==> config.mk <==
export PLATFORM = sky130hd
export DESIGN_NAME = mem_access_ctrl
export DESIGN_NICKNAME = d
export VERILOG_FILES = /design/src/rtl/mem_access_ctrl.sv
export SDC_FILE = /design/constraint.sdc
export NUM_CORES = 1
export LEC_CHECK = 0
export ABC_AREA = 1
export BUFFER_PORTS_ARGS = -buffer_cell sky130_fd_sc_hd__buf_2
export CAP_MARGIN = 20
export CORE_ASPECT_RATIO = 0.5
export CORE_MARGIN = 2
export CORE_UTILIZATION = 45
export CTS_CLUSTER_DIAMETER = 100
export CTS_CLUSTER_SIZE = 30
export DETAILED_ROUTE_END_ITERATION = 6
export PLACE_DENSITY = 0.83
export REMOVE_ABC_BUFFERS = 1
export SLEW_MARGIN = 20
export SYNTH_ARGS = -nofsm -noshare
export SYNTH_HDL_FRONTEND = slang
export SYNTH_SLANG_ARGS = --single-unit
export TNS_END_PERCENT = 50
==> constraint.sdc <==
create_clock -name clk -period 1.88 [get_ports clk]
set_input_delay 0.188 -clock clk [delete_from_list [all_inputs] [get_ports clk]]
set_output_delay 0.188 -clock clk [all_outputs]
set_load 0.05 [all_outputs]
==> src/rtl/mem_access_ctrl.sv <==
// Data-memory access controller for the EX/MEM stage: sizes, aligns and issues
// one bus transaction per load/store, with timeout and misalignment handling.
module mem_access_ctrl #(
    parameter int ADDR_W       = 32,
    parameter int TIMEOUT_CYC  = 15,
    parameter int MISALIGN_EXC = 1
) (
    input  logic              clk,
    input  logic              rst_n,
    input  logic              valid_i,
    input  logic              mem_read_i,
    input  logic              mem_write_i,
    input  logic [2:0]        funct3_i,
    input  logic [ADDR_W-1:0] addr_i,
    input  logic [31:0]       store_data_i,
    output logic              stall_o,
    output logic [31:0]       load_data_o,
    output logic              load_valid_o,
    output logic              misalign_exc_o,
    output logic              bus_err_o,
    output logic              dmem_req_o,
    output logic              dmem_we_o,
    output logic [ADDR_W-3:0] dmem_addr_o,
    output logic [3:0]        dmem_be_o,
    output logic [31:0]       dmem_wdata_o,
    input  logic [31:0]       dmem_rdata_i,
    input  logic              dmem_ack_i
);

    localparam int CNT_W = (TIMEOUT_CYC < 2) ? 1 : $clog2(TIMEOUT_CYC + 1);

    typedef enum logic [1:0] {IDLE, REQ, RESP} state_t;
    typedef enum logic [1:0] {SZ_B, SZ_H, SZ_W} size_t;

    state_t             state_q, state_d;
    size_t              size_d, size_q;
    logic               uns_q, we_q;
    logic [ADDR_W-1:0]  addr_al, addr_q;
    logic [3:0]         be_d, be_q;
    logic [31:0]        wdata_d, wdata_q, load_data_q, load_ext;
    logic [CNT_W-1:0]   cnt_q;
    logic               access, misaligned, mis_exc, timeout;
    logic               flag_load_q, flag_mis_q, flag_err_q;
    logic [31:0]        rd_shift;

    assign access     = valid_i && (mem_read_i || mem_write_i);
    assign misaligned = (size_d == SZ_H && addr_i[0]) || (size_d == SZ_W && addr_i[1:0] != 2'b00);
    assign mis_exc    = misaligned && (MISALIGN_EXC != 0);
    assign timeout    = (cnt_q == CNT_W'(TIMEOUT_CYC - 1));

    // Request decode; reserved funct3 encodings fall through to word size
    always_comb begin
        size_d  = SZ_W;
        addr_al = addr_i;
        be_d    = 4'b1111;
        wdata_d = 32'h0;
        case (funct3_i[1:0])
            2'b00:   size_d = SZ_B;
            2'b01:   size_d = SZ_H;
            default: size_d = SZ_W;
        endcase
        if (size_d == SZ_H) addr_al[0] = 1'b0;
        if (size_d == SZ_W) addr_al[1:0] = 2'b00;
        if (mem_write_i) begin
            case (size_d)
                SZ_B: begin
                    be_d    = 4'b0001 << addr_al[1:0];
                    wdata_d = {4{store_data_i[7:0]}};
                end
                SZ_H: begin
                    be_d    = 4'b0011 << {addr_al[1], 1'b0};
                    wdata_d = {2{store_data_i[15:0]}};
                end
                default: begin
                    be_d    = 4'b1111;
                    wdata_d = store_data_i;
                end
            endcase
        end
    end

    // Lane select and extension of the returned word
    always_comb begin
        rd_shift = dmem_rdata_i >> {addr_q[1:0], 3'b000};
        case (size_q)
            SZ_B:    load_ext = uns_q ? {24'h0, rd_shift[7:0]}  : {{24{rd_shift[7]}}, rd_shift[7:0]};
            SZ_H:    load_ext = uns_q ? {16'h0, rd_shift[15:0]} : {{16{rd_shift[15]}}, rd_shift[15:0]};
            default: load_ext = dmem_rdata_i;
        endcase
    end

    always_comb begin
        state_d = state_q;
        stall_o = 1'b0;
        case (state_q)
            IDLE: if (access) begin
                stall_o = 1'b1;
                state_d = mis_exc ? RESP : REQ;
            end
            REQ: begin
                stall_o = 1'b1;
                if (dmem_ack_i || timeout) state_d = RESP;
            end
            RESP:    state_d = IDLE;
            default: state_d = IDLE;
        endcase
    end

    always_ff @(posedge clk or negedge rst_n) begin
        if (!rst_n) begin
            state_q     <= IDLE;
            size_q      <= SZ_W;
            uns_q       <= 1'b0;
            we_q        <= 1'b0;
            addr_q      <= '0;
            be_q        <= 4'h0;
            wdata_q     <= 32'h0;
            load_data_q <= 32'h0;
            cnt_q       <= '0;
            flag_load_q <= 1'b0;
            flag_mis_q  <= 1'b0;
            flag_err_q  <= 1'b0;
        end else begin
            state_q <= state_d;
            case (state_q)
                IDLE: if (access) begin
                    size_q      <= size_d;
                    uns_q       <= funct3_i[2] && (size_d != SZ_W);
                    we_q        <= mem_write_i;
                    addr_q      <= addr_al;
                    be_q        <= be_d;
                    wdata_q     <= wdata_d;
                    cnt_q       <= '0;
                    flag_load_q <= 1'b0;
                    flag_mis_q  <= mis_exc;
                    flag_err_q  <= 1'b0;
                end
                REQ: begin
                    if (dmem_ack_i) begin
                        if (!we_q) load_data_q <= load_ext;
                        flag_load_q <= !we_q;
                    end else if (timeout) begin
                        flag_err_q <= 1'b1;
                    end else begin
                        cnt_q <= cnt_q + CNT_W'(1);
                    end
                end
                default: ;
            endcase
        end
    end

    // Bus fields are only driven while the request is live so reset clears them at once
    assign dmem_req_o     = (state_q == REQ);
    assign dmem_we_o      = dmem_req_o && we_q;
    assign dmem_addr_o    = dmem_req_o ? addr_q[ADDR_W-1:2] : '0;
    assign dmem_be_o      = dmem_req_o ? be_q : 4'h0;
    assign dmem_wdata_o   = dmem_req_o ? wdata_q : 32'h0;
    assign load_data_o    = load_data_q;
    assign load_valid_o   = (state_q == RESP) && flag_load_q;
    assign misalign_exc_o = (state_q == RESP) && flag_mis_q;
    assign bus_err_o      = (state_q == RESP) && flag_err_q;

endmodule

# After elaboration in Yosys (flattened, before gate mapping)
# Index checks and enable logic that the tools add are counted.
dict set report totals {
  mem_bits_ro 0
  out_inout_bits 104
  latchBits 0
  elab_cells 84
  input_bits 105
  n_memories 0
  ram_bits 0
  register_bits 113
}
dict set report op_classes {
  muxes 29
  n_shift 3
  n_eq_ne 14
  n_lt_le_gt_ge 0
  reduce_logical 24
  bitwise 1
  n_mul 0
  add_sub_neg 1
  div_mod_pow 0
}
# operator n
set op_table {}
lappend op_table {{$mux W32} 4}
lappend op_table {{$pmux W32 S2} 2}
lappend op_table {{$shr A32 B5 Y16} 1}
lappend op_table {{$mux W30} 1}
lappend op_table {{$mux W4} 5}
lappend op_table {{$pmux W4 S2} 2}
lappend op_table {{$eq A2 B1 Y1 const B} 4}
lappend op_table {{$logic_and A1 B1 Y1} 8}
lappend op_table {{$logic_not A2 Y1} 4}
lappend op_table {{$mux W2} 4}
lappend op_table {{$ne A2 B2 Y1 const B} 4}
lappend op_table {{$pmux W2 S2} 2}
lappend op_table {{$reduce_and A4 Y1} 2}
lappend op_table {{$mux W1} 6}
lappend op_table {{$ne A2 B1 Y1 const B} 3}
lappend op_table {{$pmux W1 S2} 3}
lappend op_table {{$reduce_and A3 Y1} 2}
lappend op_table {{$add A4 B1 Y4 const B} 1}
lappend op_table {{$eq A2 B2 Y1 const B} 2}
lappend op_table {{$eq A4 B4 Y1 const B} 1}
lappend op_table {{$reduce_and A2 Y1} 2}
lappend op_table {{$reduce_bool A2 Y1} 2}
lappend op_table {{$shl A1 B2 Y4 const A} 1}
lappend op_table {{$shl A2 B2 Y4 const A} 1}
lappend op_table {{3 further kinds} 5}

# Depth between registers and ports, before layout
dict set report logic_depth {
  depth_word 8
  depth_mapped 9
  depth_no_buf 8
}

# Worst setup path after synthesis
# No wires, ideal clock.
dict set report synth_timing {
  path_kind {flip-flop to output port}
  from {register state_q[1]}
  to {output port dmem_addr_o[10]}
  setup_slack_ns -0.069
  t_required_ns 1.692
  n_path_buf 1
  arrival_ns 1.761
  stages_incl_launch_ff 5
  path_cell_list {dfrtp_1 > nor2_4 > inv_2 > clkbuf_1 > nor2_1}
}
dict set report synth_via {
  elab_chain_cells 2
}
# element line_no
set synth_lines {}
lappend synth_lines {{start: declaration} 35} ;# state_t state_q, state_d;
lappend synth_lines {{start signal: assignment} 124} ;# state_q <= state_d;
lappend synth_lines {{$eq A2 B1 Y1} 154} ;# assign dmem_req_o = (state_q == REQ);
lappend synth_lines {{via dmem_req_o} 21} ;# output logic dmem_req_o,
lappend synth_lines {{$mux W30} 156} ;# assign dmem_addr_o = dmem_req_o ? addr_q[ADDR_W-1:2] : '0;
lappend synth_lines {{end: declaration} 23} ;# output logic [ADDR_W-3:0] dmem_addr_o,
# The timed path passes the listed nets, and every way through them passes these cells.

# Worst setup path in the final report
dict set report layout_timing {
  from {register state_q[1]}
  to {output port dmem_addr_o[17]}
}
dict set report layout_via {
  elab_chain_cells 2
}
# element line_no
set layout_lines {}
lappend layout_lines {{$eq A2 B1 Y1} 154}
lappend layout_lines {{$mux W30} 156}
# No other way between the ends.

==> flow_metrics.tcl <==
set metrics [dict create \
    synth_top_family_by_area "simple AND/OR/NAND/NOR gates" \
    cts_tree "built" \
    wl_per_cell_microns 14.7 \
    synth_area_leaders "dfrtp_1, nand2_1, inv_1" \
    netlist.area_leader.share 0.474 \
    grt-ovfl-total 0 \
    muxShareOfSynthArea 0 \
    synth_edf_count 0 \
    drive_above_1_share 0.302 \
    grt_pass1_vias 5923 \
    synth_adder_area_share 0.00424 \
    cp_slowest_cell "dfrtp_1" \
    worst_setup_path_end_kind "output pin" \
    fillerInstances 1082 \
    max_freq_ghz 0.551 \
    intPower_mw 6.65 \
    yosysWarnings 0 \
    endpoint "dmem_addr_o[17]" \
    ff2ff_path_depth 7 \
    worst_pin_slew_ns 0.555 \
    cts_made_buffers 17 \
    portBuffers 208 \
    track_usage 0.247 \
    timing.hold.ws_ns 0.00305 \
    first_pass_iters 5 \
    remaining_drc_errors 0 \
    grt_pass1_wl_mm 28.3 \
    outcome "finished clean" \
    fin_nets 1096 \
    power.share.combinational 0.417 \
    finalWirelength_mm 17.2 \
    multi_input_area_sq_mm 0.00234 \
    worstPathCellList "nor2_4 -> inv_2 -> buf_12 -> nor2_1 -> buf_6" \
    grt_max_degree 62 \
    avgSynthCellArea_sq_um 7.72 \
    start_util 0.464 \
    vias_per_cell 5.10 \
    diodes 0 \
    whs_path_depth 3 \
    rr_endpoint "load_data_o[13]" \
    rsz0062_at_grt "false" \
    final_util 0.628 \
    gp_congestion 0.899 \
    fin_skew_ns 0.0116 \
    critPathLaunchType "flip-flop" \
    clk_latency_ns 0.41 \
    synthFlopType "dfrtp_1" \
    hold_viol_final 0 \
    power.density_mw_per_mm2 1470 \
    drtAntennaViolNets 0 \
    startpoint "state_q[1]" \
    die_h_microns 85.0 \
    synth_top_area_cell "dfrtp_1" \
    p_switching_mw 5.13 \
    max-vdd-ir-drop_v 0.00109 \
    core_area_sq_mm 0.0127 \
    cap_violations 0 \
    seqCellArea_sq_mm 0.00283 \
    clkSinkCount 113 \
    relSlewSlack 0.630 \
    clockPowerShare 0.275 \
    required_ns 1.69 \
    cts_buffer_depth 2 \
    synth-compound-area-share 0.175 \
    num_io_pins 209 \
    dpl.hpwl_mm 11.8 \
    rows 29 \
    syn2layout_area_growth_pct 35.4 \
    die_w_microns 166 \
    finalSetupViolCount 0 \
    slowest_delay_ns 0.41 \
    antenna_found_initial 0 \
    reg2reg_from "state_q[1]" \
    seq_area_frac_synth 0.479 \
    finalMaxSlewViolations 0 \
    die_area_sq_mm 0.0141 \
    synthCells 765 \
    ys_seq_elements 113 \
    crit_fanout 39 \
    root_buffer "clkbuf_16" \
    crit_type "flip-flop to output pin" \
    min_period_ns 1.81 \
    synth.distinct_cells 30 \
    vias 5975 \
    seqPwrFrac 0.308 \
    synth_area_sq_mm 0.00591 \
    setup_tns_ns 0 \
    synth_xor_area_frac 0 \
    switching_share 0.435 \
    leakagePower_nw 4.27 \
    htreeDepth 4 \
    worst-r2r-setup-slack_ns 0.22 \
    crit_arrival_ns 1.63 \
    yosys.area_share.simple 0.215 \
    timing.final.crit_share 0.965 \
    synthArstFlopShare 1.00 \
    clkTransAtPathRegs_ns 0.05 \
    drt_iter0_markers 479 \
    min-delay-path-class "primary input to flip-flop" \
]
-- worst min path at each step --
stage | from | end | slack (ns)
floorplan | rst_n | addr_q[0] | -0.11
global placement | rst_n | wdata_q[0] | 0.21
detailed placement | rst_n | wdata_q[0] | 0.22
CTS | addr_i[6] | addr_q[6] | 0.002
global route | addr_i[6] | addr_q[6] | 0.02
finish | addr_i[7] | addr_q[7] | 0.003
-- power groups by stage --
stage	registers, mW	logic, mW	clock network, mW
2_1_floorplan	4.85	2.25	0
3_3_place_gp	3.63	4.71	0
3_5_place_dp	3.65	4.81	0
4_1_cts	3.63	4.87	3.28
5_1_grt	3.72	5.30	3.39
6_report	3.63	4.91	3.23
-- state kept, by name, summed over array words and instances, names as in the netlist --
signal	count
addr_q	32
state_q	2
size_q	2
wdata_q	32
flag_load_q	1
load_data_o	32
uns_q	1
be_q	4
flag_err_q	1
cnt_q	4
we_q	1
flag_mis_q	1
-- Yosys cell counts (2+ instances only) --
| cell | instances |
|---|---|
| nand2_1 | 134 |
| inv_1 | 128 |
| dfrtp_1 | 112 |
| nor2_1 | 101 |
| o21ai_0 | 74 |
| a21oi_1 | 58 |
| nand3_1 | 28 |
| o22ai_1 | 26 |
| buf_2 | 16 |
| or2_2 | 15 |
| clkbuf_1 | 13 |
| buf_4 | 9 |
| o221ai_1 | 8 |
| inv_2 | 7 |
| o22ai_2 | 6 |
| buf_6 | 4 |
| nand3_2 | 4 |
| a22oi_1 | 3 |
| nand2_2 | 3 |
| o211ai_1 | 3 |
| ha_1 | 2 |
| nand3_4 | 2 |
| nor2_4 | 2 |
-- per-stage QoR --
stage                     instances  power, mW  instance area (sq um)  worst slack, ns
after floorplan                 723       7.10                   5670            -3.03
after global placement         1119       8.33                   7130            0.377
after detailed placement       1119       8.46                   7130            0.300
after CTS                      1171       11.8                   7940          0.00352
after global routing           1172       12.4                   8000           0.0104
final                          1172       11.8                   8000           0.0666
-- cells by family after synthesis --
logic type      count (synthesis)
simple gates                  292
compound gates                181
buf+inv                       177
flops                         113
fa+ha+maj                       2
-- layer usage --
metal,vias up,global-route usage,part of all wire
li1,2874,-,-
met1,2829,0.301,0.42
met2,228,0.435,0.49
met3,44,0.0424,0.058
met4,0,0.116,0.031
met5,-,0,0
-- worst max-delay path, delay by kind of cell (launching register included) --
kind / cells / cell delay, ns
buf+inv: 3 / 0.44
flops: 1 / 0.41
simple gates: 2 / 0.34
-- layout by cell type, fill, tap and decap left out, types with 5 or more instances in the layout --
cell type,n
buf_2,189
nand2_1,134
inv_1,128
dfrtp_1,112
nor2_1,99
o21ai_0,74
a21oi_1,58
nand3_1,28
o22ai_1,26
dlygate4sd3_1,20
buf_4,19
clkbuf_16,17
or2_2,15
clkbuf_4,10
o221ai_1,8
inv_2,7
o22ai_2,6
clkinvlp_4,6
buf_12,5
-- cell type report --
| class | count | area share |
|---|---|---|
| Multi-Input combinational cell | 475 | 0.293 |
| Inverter | 135 | 0.0634 |
| Timing Repair Buffer | 247 | 0.189 |
| Sequential cell | 113 | 0.354 |
| Clock buffer | 20 | 0.0584 |
| Clock inverter | 12 | 0.0166 |
| Tap cell | 170 | 0.0266 |
-- timing repair --
item,CTS,global route
resized for setup,4,23
hold endpoints to repair,55,0
buffers inserted,0,1
hold buffers,20,0
setup endpoints to repair,4,64
No activity file was read; power rests on OpenSTA's default activity.
